===== src/rtl/cp0_exc_ctrl.sv =====
// CP0 exception/ERET sequencer: picks the winning exception at commit, updates CP0 and redirects fetch.
// Latency: redirect_valid and the CP0 strobes appear 1 cycle after the triggering commit.
// Backpressure: busy is high outside IDLE and the upstream commit is ignored until IDLE returns.
// Optional feature macro: CP0_EXC_TLB_REFILL_EN (TLB refill vector offset 0x000 plus a Context/EntryHi write strobe).
module cp0_exc_ctrl #(
    parameter int FLUSH_CYCLES = 2
) (
    input  logic        clk,
    input  logic        rst,
    input  logic        commit_valid,
    input  logic [31:0] commit_pc,
    input  logic        commit_dslot,
    input  logic [31:0] commit_badva,
    input  logic [10:0] exc_req,
    input  logic        tlb_refill,
    input  logic        eret_req,
    input  logic [31:0] status,
    input  logic [31:0] cause,
    input  logic [31:0] ebase,
    input  logic [31:0] eret_pc,
    output logic        is_exception,
    output logic [4:0]  exc_code,
    output logic [31:0] exc_epc,
    output logic        badva_we,
    output logic [31:0] exc_badva,
    output logic        ctx_we,
    output logic        eret,
    output logic        redirect_valid,
    output logic [31:0] redirect_pc,
    output logic        flush,
    output logic        busy
);

    typedef enum logic [1:0] {
        S_IDLE  = 2'd0,
        S_EXC   = 2'd1,
        S_ERET  = 2'd2,
        S_FLUSH = 2'd3
    } state_t;

    state_t      state_q, state_d;
    logic [3:0]  cnt_q, cnt_d;
    logic        is_exception_q, is_exception_d;
    logic [4:0]  exc_code_q, exc_code_d;
    logic [31:0] exc_epc_q, exc_epc_d;
    logic        badva_we_q, badva_we_d;
    logic [31:0] exc_badva_q, exc_badva_d;
    logic        ctx_we_q, ctx_we_d;
    logic        eret_q, eret_d;
    logic        redirect_valid_q, redirect_valid_d;
    logic [31:0] redirect_pc_q, redirect_pc_d;
    logic        flush_q, flush_d;
    logic        busy_q, busy_d;

    // Decoded view of the committing instruction
    logic        int_pend;
    logic        exc_hit;
    logic [4:0]  sel_code;
    logic        sel_badva_we;
    logic [31:0] sel_badva;
    logic        sel_tlb;
    logic        sel_ctx;
    logic [31:0] sel_epc;
    logic [31:0] vec_base;
    logic [31:0] vec_off;
    logic        vec_ctx_we;
    logic        unused_bits;

    assign int_pend = (|(cause[15:8] & status[15:8])) & status[0] & ~status[1] & ~status[2];
    assign exc_hit  = commit_valid & (int_pend | (|exc_req));
    assign sel_epc  = commit_dslot ? (commit_pc - 32'd4) : commit_pc;
    assign vec_base = status[22] ? 32'hBFC0_0200 : ebase;

    // Only the interrupt mask/enable fields, BEV and EXL/ERL matter here
    assign unused_bits = ^{cause[31:16], cause[7:0], status[31:23], status[21:16],
                           status[7:3], tlb_refill};

    // Priority resolution: interrupt first, then fetch faults, decode faults, then data faults
    always_comb begin
        sel_code     = 5'd0;
        sel_badva_we = 1'b0;
        sel_badva    = commit_badva;
        sel_tlb      = 1'b0;
        sel_ctx      = 1'b0;
        if (int_pend) begin
            sel_code = 5'd0;
        end else if (exc_req[0]) begin          // adel_f
            sel_code     = 5'd4;
            sel_badva_we = 1'b1;
            sel_badva    = commit_pc;
        end else if (exc_req[1]) begin          // tlbl_f
            sel_code     = 5'd2;
            sel_badva_we = 1'b1;
            sel_badva    = commit_pc;
            sel_tlb      = 1'b1;
            sel_ctx      = 1'b1;
        end else if (exc_req[2]) begin          // ri
            sel_code = 5'd10;
        end else if (exc_req[3]) begin          // sys
            sel_code = 5'd8;
        end else if (exc_req[4]) begin          // bp
            sel_code = 5'd9;
        end else if (exc_req[5]) begin          // ov
            sel_code = 5'd12;
        end else if (exc_req[6]) begin          // adel_d
            sel_code     = 5'd4;
            sel_badva_we = 1'b1;
        end else if (exc_req[7]) begin          // ades_d
            sel_code     = 5'd5;
            sel_badva_we = 1'b1;
        end else if (exc_req[8]) begin          // tlbl_d
            sel_code     = 5'd2;
            sel_badva_we = 1'b1;
            sel_tlb      = 1'b1;
            sel_ctx      = 1'b1;
        end else if (exc_req[9]) begin          // tlbs_d
            sel_code     = 5'd3;
            sel_badva_we = 1'b1;
            sel_tlb      = 1'b1;
            sel_ctx      = 1'b1;
        end else if (exc_req[10]) begin         // mod
            sel_code     = 5'd1;
            sel_badva_we = 1'b1;
            sel_ctx      = 1'b1;
        end
    end

    // Vector offset and Context write strobe depend on whether refill vectoring is built in
    always_comb begin
`ifdef CP0_EXC_TLB_REFILL_EN
        vec_off    = (sel_tlb & tlb_refill & ~status[1]) ? 32'h0000_0000 : 32'h0000_0180;
        vec_ctx_we = sel_ctx;
`else
        vec_off    = 32'h0000_0180;
        vec_ctx_we = 1'b0;
`endif
    end

    // Next-state and registered-output computation for the sequencer
    always_comb begin
        state_d          = state_q;
        cnt_d            = cnt_q;
        is_exception_d   = 1'b0;
        exc_code_d       = exc_code_q;
        exc_epc_d        = exc_epc_q;
        badva_we_d       = 1'b0;
        exc_badva_d      = exc_badva_q;
        ctx_we_d         = 1'b0;
        eret_d           = 1'b0;
        redirect_valid_d = 1'b0;
        redirect_pc_d    = redirect_pc_q;
        flush_d          = 1'b0;
        case (state_q)
            S_IDLE: begin
                if (exc_hit) begin
                    state_d          = S_EXC;
                    is_exception_d   = 1'b1;
                    redirect_valid_d = 1'b1;
                    flush_d          = 1'b1;
                    exc_code_d       = sel_code;
                    exc_epc_d        = sel_epc;
                    badva_we_d       = sel_badva_we;
                    if (sel_badva_we) begin
                        exc_badva_d = sel_badva;
                    end
                    ctx_we_d         = vec_ctx_we;
                    redirect_pc_d    = vec_base + vec_off;
                end else if (commit_valid & eret_req) begin
                    state_d          = S_ERET;
                    eret_d           = 1'b1;
                    redirect_valid_d = 1'b1;
                    flush_d          = 1'b1;
                    redirect_pc_d    = eret_pc;
                end
            end
            S_EXC, S_ERET: begin
                state_d = S_FLUSH;
                cnt_d   = 4'(FLUSH_CYCLES);
                flush_d = 1'b1;
            end
            S_FLUSH: begin
                if (cnt_q <= 4'd1) begin
                    state_d = S_IDLE;
                    cnt_d   = 4'd0;
                end else begin
                    cnt_d   = cnt_q - 4'd1;
                    flush_d = 1'b1;
                end
            end
            default: begin
                state_d = S_IDLE;
                cnt_d   = 4'd0;
            end
        endcase
        busy_d = (state_d != S_IDLE);
    end

    // State, counter and output registers with synchronous active-low reset
    always_ff @(posedge clk) begin
        if (!rst) begin
            state_q          <= S_IDLE;
            cnt_q            <= 4'd0;
            is_exception_q   <= 1'b0;
            exc_code_q       <= 5'd0;
            exc_epc_q        <= 32'd0;
            badva_we_q       <= 1'b0;
            exc_badva_q      <= 32'd0;
            ctx_we_q         <= 1'b0;
            eret_q           <= 1'b0;
            redirect_valid_q <= 1'b0;
            redirect_pc_q    <= 32'd0;
            flush_q          <= 1'b0;
            busy_q           <= 1'b0;
        end else begin
            state_q          <= state_d;
            cnt_q            <= cnt_d;
            is_exception_q   <= is_exception_d;
            exc_code_q       <= exc_code_d;
            exc_epc_q        <= exc_epc_d;
            badva_we_q       <= badva_we_d;
            exc_badva_q      <= exc_badva_d;
            ctx_we_q         <= ctx_we_d;
            eret_q           <= eret_d;
            redirect_valid_q <= redirect_valid_d;
            redirect_pc_q    <= redirect_pc_d;
            flush_q          <= flush_d;
            busy_q           <= busy_d;
        end
    end

    assign is_exception   = is_exception_q;
    assign exc_code       = exc_code_q;
    assign exc_epc        = exc_epc_q;
    assign badva_we       = badva_we_q;
    assign exc_badva      = exc_badva_q;
    assign ctx_we         = ctx_we_q;
    assign eret           = eret_q;
    assign redirect_valid = redirect_valid_q;
    assign redirect_pc    = redirect_pc_q;
    assign flush          = flush_q;
    assign busy           = busy_q;

endmodule


===== config.mk =====
export PLATFORM = sky130hd
export DESIGN_NAME = cp0_exc_ctrl
export DESIGN_NICKNAME = d
export VERILOG_FILES = /design/src/rtl/cp0_exc_ctrl.sv
export SDC_FILE = /design/constraint.sdc
export NUM_CORES = 1
export LEC_CHECK = 0
export ABC_AREA = 1
export CORE_ASPECT_RATIO = 1.1
export CORE_MARGIN = 5
export CORE_UTILIZATION = 39
export DETAILED_ROUTE_END_ITERATION = 10
export PLACE_DENSITY = 0.78
export SETUP_SLACK_MARGIN = 0.3
export SKIP_CTS_REPAIR_TIMING = 1
export SYNTH_ARGS = -nofsm -noshare
export SYNTH_HDL_FRONTEND = slang
export SYNTH_SLANG_ARGS = --single-unit

===== constraint.sdc =====
create_clock -name clk -period 1.8 [get_ports clk]
set_clock_uncertainty 0.1 [all_clocks]
set_input_delay 0.27 -clock clk [delete_from_list [all_inputs] [get_ports clk]]
set_output_delay 0.27 -clock clk [all_outputs]
set_load 0.01 [all_outputs]

==> qor.csv, run 1 <==
metric,value,unit
startpoint,cause[15],
drv_cap,0,
rsz0062_at_grt,yes,
root_buffer,clkbuf_16,
die-area,21500,um^2
pre_cts_ws,-528,ps
intPower,6.77,mW
ios,317,
dp_cells,1831,
route.detailed.wl_per_inst,16.7,um
numCtsBuffers,9,
ir_drop,0.000558,V
drtIter0Drc,546,
fin_crit_sh,90.3,%
fmax,615,MHz
cp.arrival,1840,ps
hold_viol,0,
ys_seq_elements,112,
slew_viol_final,0,
die-width,140,um
drive_gt1_share,25.4,%
grt_pass1_vias,8466,
r2r_slack,190,ps
cp-end-kind,flip-flop,
clk_pin_slew_worst_paths,80,ps
cts_buffer_depth,2,
cellPowerDensity,799,nW/um^2
synthMuxAreaShare,0,%
cts_sinks,112,
yosysWarnings,0,
hold_depth,3,
cp_max_fo,7,
p_seq_share,30.7,%
r2r-start,state_q[1]$_SDFF_PN0_,
outcome,"complete, no violations",
finalSetupTns,0,ps
synth_fa_ha_area_share,1.20,%
utilization,73.1,%
ant_nets,0,
drc,0,
via_per_inst,5.04,
grt_max_degree,63,
fin_cells,1900,
antenna_found_initial,3,
power_frac_comb,49.7,%
swShare,37.0,%
timing.rr.end,exc_badva[9]$_SDFFE_PN0P_,
syn_to_final_growth,84.6,%
core_area,18400,um^2
power,10.8,mW
switchingPower,3.98,mW
clk_latency,360,ps
rows,52,
synth_cells,1239,
power.share.clock,19.6,%
seq_area_frac_synth,30.8,%
overflow,0,
synthSimpleGateAreaFrac,43.7,%
timing_worst_setup_path_type,in -> reg,
synth_cell_types,43,
rr_worst_depth,9,
fp.dieH,153,um
fin_crit,1630,ps
grt_pass1_wl,42300,um
p_leak,8.21,nW
worstHoldStart,rst,
first_pass_iters,5,
synth-xor-area-share,2.76,%
portBuffers,269,
setup_ws,174,ps
postSynthAreaPerCell,5.88,um^2
setup_viol,0,
synth.cell_area,7290,um^2
nNetsFinal,1864,
holdPathEnd,exc_epc[31]$_SDFFE_PN0P_,
gp_congestion,0.955,
critPathLaunchType,input pin,
floorplan.initialDensity,39.6,%
vias,9568,
htreeDepth,3,
dpl.hpwl,22000,um
required,2010,ps
totalWireLength,31800,um
hold_path.class,in -> reg,
grt_usage,24.4,%
synth_compound_area_share,9.68,%
cts_tree,done,
synth_top_family_by_area,simple AND/OR/NAND/NOR gates,
## worst max-delay path by stage
stage,to,cells after the start
after global routing,exc_badva[25]$_SDFFE_PN0P_,15
after detailed placement,redirect_pc[22]$_SDFFE_PN0P_,15
after global placement,redirect_pc[19]$_SDFFE_PN0P_,12
after floorplan,redirect_pc[25]$_SDFFE_PN0P_,15
final,exc_badva[25]$_SDFFE_PN0P_,15
after CTS,redirect_pc[22]$_SDFFE_PN0P_,15
## layout make-up
class / instances / area [um^2]
Fill cell: 1387 / 4960
Timing Repair Buffer: 450 / 4990
Clock inverter: 5 / 63.8
Clock buffer: 11 / 233
Antenna cell: 4 / 10.0
Multi-Input combinational cell: 929 / 5010
Sequential cell: 112 / 2250
Inverter: 146 / 602
Tap cell: 243 / 304
## logic make-up after synthesis
kind of cell    after synthesis
buf+inv                     199
xor+xnor                     23
simple gates                766
compound gates              131
fa+ha+maj                     7
flops                       112
other cells                   1
## power groups by stage
stage / sequential (mW) / clock [mW] / combinational, mW
2_1_floorplan: 3.54 / 0 / 1.96
3_3_place_gp: 3.34 / 0 / 4.24
3_5_place_dp: 3.35 / 0 / 4.31
4_1_cts: 3.30 / 2.13 / 4.33
5_1_grt: 3.36 / 2.23 / 5.77
6_report: 3.30 / 2.11 / 5.34
## critical path, stage by stage
cell	delay [ps]
dlymetal6s2s_1	130
nand2_1	50
nand2_1	50
nor2_1	90
nand2_1	70
nand2_2	120
buf_12	140
buf_12	100
nand2_8	80
buf_6	160
o21ai_0	230
inv_1	120
nand2_4	80
nand2_1	40
nor2_1	100
## state kept, by name, summed over array words and instances (netlist names)
name / flops
exc_epc: 32
state_q: 2
eret: 1
cnt_q: 4
badva_we: 1
exc_badva: 32
redirect_pc: 32
flush: 1
redirect_valid: 1
busy: 1
is_exception: 1
exc_code: 4
## layer usage
metal  GRT usage, %  vias up  share of wire [%]
met5              0        -              0.085
met1           27.6     4397                 38
met4           7.57        4                4.0
li1               -     4650                  -
met2           44.9      432                 50
met3           5.84       85                7.9
## Yosys cell counts (all sizes together)
cell	instances	share of area, %
a21oi	43	3.0
ha	7	1.2
a31oi	2	0.17
clkinv	1	0.051
nor4	1	0.086
and3	1	0.086
buf	46	4.0
clkbuf	7	0.36
o21a	1	0.10
o21ai	68	4.7
nor3b	2	0.27
nand4	11	0.94
or2	1	0.086
nand3b	2	0.21
nand3	79	5.7
a22oi	7	0.72
xor2	18	2.2
conb	1	0.051
nor3	10	0.69
xnor2	5	0.60
o21bai	4	0.41
a21boi	4	0.41
and2	2	0.17
nand2	426	23
nor2	231	13
inv	145	7.5
dfxtp	112	31
o211ai	1	0.10
o22ai	1	0.086
## cell usage in the layout (no fill, tap or decap), drive strengths merged, types with 32 or more instances in the layout
cell type | netlist | routed
a21oi | 43 | 43
buf | 46 | 170
clkbuf | 7 | 32
clkdlybuf4s50 | 0 | 82
dfxtp | 112 | 112
dlymetal6s2s | 0 | 177
inv | 145 | 148
nand2 | 426 | 426
nand3 | 79 | 79
nor2 | 231 | 231
o21ai | 68 | 68
## metrics by stage
step | hold WS (ps) | area (um^2)
after floorplan | 313 | 7430
after global placement | 352 | 11200
after detailed placement | 354 | 11200
after CTS | 138 | 11500
after global routing | 178 | 13400
final | 160 | 13500
No activity file was read; power rests on OpenSTA's default activity.
==> run 2: changes to the inputs <==
CORE_UTILIZATION = 35   (was 39)
==> qor.csv, run 2 (synthesis gave the netlist of run 1 again) <==
metric,value,unit,change
crit_chain,inv_4 > ha_4 > nand3_4 > nor2_4 > buf_12 > clkbuf_16 > nand2_4 > nand2_2 > nor2_2,,
ir_drop,0.000571,V,+2.5%
fin_crit,1600,ps,-25.3 ps
highest_layer,met5,,
slew_viol_final,0,,unchanged
grt_max_degree,65,,+3.2%
fmax,625,MHz,+1.6%
critPathMaxStageDelay,360,ps,+130 ps
die-area,23800,um^2,+11%
outcome,"complete, no violations",,
rsz0062_at_grt,yes,,
timing_worst_setup_path_type,reg -> reg,,
layout_commonest_cell,nand2_1,,
gp_congestion,0.969,,+1.5%
crit_slowest_cell,dfxtp_4,,
clk_latency,360,ps,about the same
numCtsBuffers,9,,unchanged
p_leak,8.11,nW,-1.2%
vias,9619,,+0.53%
grt_pass1_vias,8585,,+1.4%
via_per_inst,5.02,,-0.41%
rows,55,,+5.8%
nNetsFinal,1870,,+0.32%
pre_cts_ws,-580,ps,-51.8 ps
setup_viol,0,,unchanged
dr_wl_met3,2460,um,-1.7%
totalWireLength,32400,um,+1.8%
drive_gt1_share,28.9,%,+3.5 points
multi_input_comb_area,5200,um^2,+3.8%
path_buf_inv,3,,-2
dpl.hpwl,22500,um,+2.1%
syn_to_final_growth,85.6,%,
r2r-start,state_q[1]$_SDFF_PN0_,,
final.fill_count,1746,,+26%
cp-end-kind,flip-flop,,
rr_worst_depth,9,,unchanged
hold_viol,0,,unchanged
regArea,2250,um^2,about the same
worstHoldStart,commit_pc[29],,
timing.rr.end,exc_badva[23]$_SDFFE_PN0P_,,
first_pass_iters,5,,unchanged
cts_sinks,112,,unchanged
mostFrequentLayoutCells,"nand2_1, nor2_1, dlymetal6s2s_1, buf_4, inv_1",,
root_buffer,clkbuf_16,,
wl_met1,12700,um,+5.4%
fin_crit_sh,88.9,%,-1.4 points
r2r_slack,200,ps,about the same
drc,0,,unchanged
antenna_found_initial,2,,-1
utilization,65.7,%,-7.3 points
route.detailed.wl_per_inst,16.9,um,+0.83%
cp_max_fo,8,,+1
cp.arrival,1760,ps,-80 ps
core_area,20600,um^2,+12%
cellPowerDensity,805,nW/um^2,+0.71%
clk_pin_slew_worst_paths,90,ps,about the same
portBuffers,269,,unchanged
crit_family,buffers and inverters,,
crit_cells,9,,-6
ios,317,,unchanged
finalSetupTns,0,ps,unchanged
drtIter0Drc,558,,+2.2%
overflow,0,,unchanged
required,1960,ps,-50 ps
hold_depth,4,,+1
dr_wl_met2,16100,um,+0.85%
grt_pass1_wl,43800,um,+3.6%
grt_usage,22.9,%,-1.5 points
cts_tree,done,,
drv_cap,0,,unchanged
whs,243,ps,+82.4 ps
ant_nets,0,,unchanged
critPathLaunchType,flip-flop,,
cts_buffer_depth,2,,unchanged
fp.dieH,161,um,+5.2%
hold_path.class,in -> reg,,
holdPathEnd,exc_epc[29]$_SDFFE_PN0P_,,
htreeDepth,3,,unchanged
floorplan.initialDensity,35.4,%,-4.2 points
die-width,148,um,+5.2%
setup_ws,199,ps,+25.3 ps
-- run 2: tightest hold or removal path, cell delays in order --
cell and delay (ps):
dlymetal6s2s_1 160, nand4_1 110, nand2_1 80, a21boi_1 50
-- run 2: layout make-up --
type | instances | area share (%)
inverter | 146 | 4.49
multi-input combinational | 929 | 38.4
antenna | 3 | 0.0555
sequential | 112 | 16.6
tap | 256 | 2.37
timing repair inverter | 1 | 0.0647
timing repair buffer | 455 | 35.8
clock inverter | 6 | 0.407
clock buffer | 10 | 1.77
-- run 2: routing by layer --
layer	global-route usage [%]	vias to the layer above
met1	26.8	4448
li1	-	4659
met4	8.18	2
met3	5.33	74
met5	0	-
met2	40.8	436
-- run 2: stage by stage --
stage	total power, mW	cells	cell area (um^2)
floorplan	5.50	1240	7430
global placement	7.60	1849	11200
detailed placement	7.68	1849	11200
CTS	9.78	1865	11500
global route	11.5	1916	13500
finish	10.9	1918	13500
-- run 2: worst max path at each step --
stage,from,to,slack [ps]
after global placement,status[22],redirect_pc[25]$_SDFFE_PN0P_,-570
final,state_q[1]$_SDFF_PN0_,exc_badva[23]$_SDFFE_PN0P_,200
after detailed placement,status[22],redirect_pc[25]$_SDFFE_PN0P_,-580
after CTS,status[22],redirect_pc[25]$_SDFFE_PN0P_,-210
after global routing,status[22],redirect_pc[31]$_SDFFE_PN0P_,110
after floorplan,status[22],redirect_pc[25]$_SDFFE_PN0P_,120
-- run 2: report_power, final --
group          internal (mW)  total [mW]  switching, mW
sequential              3.02        3.33          0.310
combinational           2.66        5.48           2.81
clock                   1.00        2.08           1.08
total                   6.68        10.9           4.20
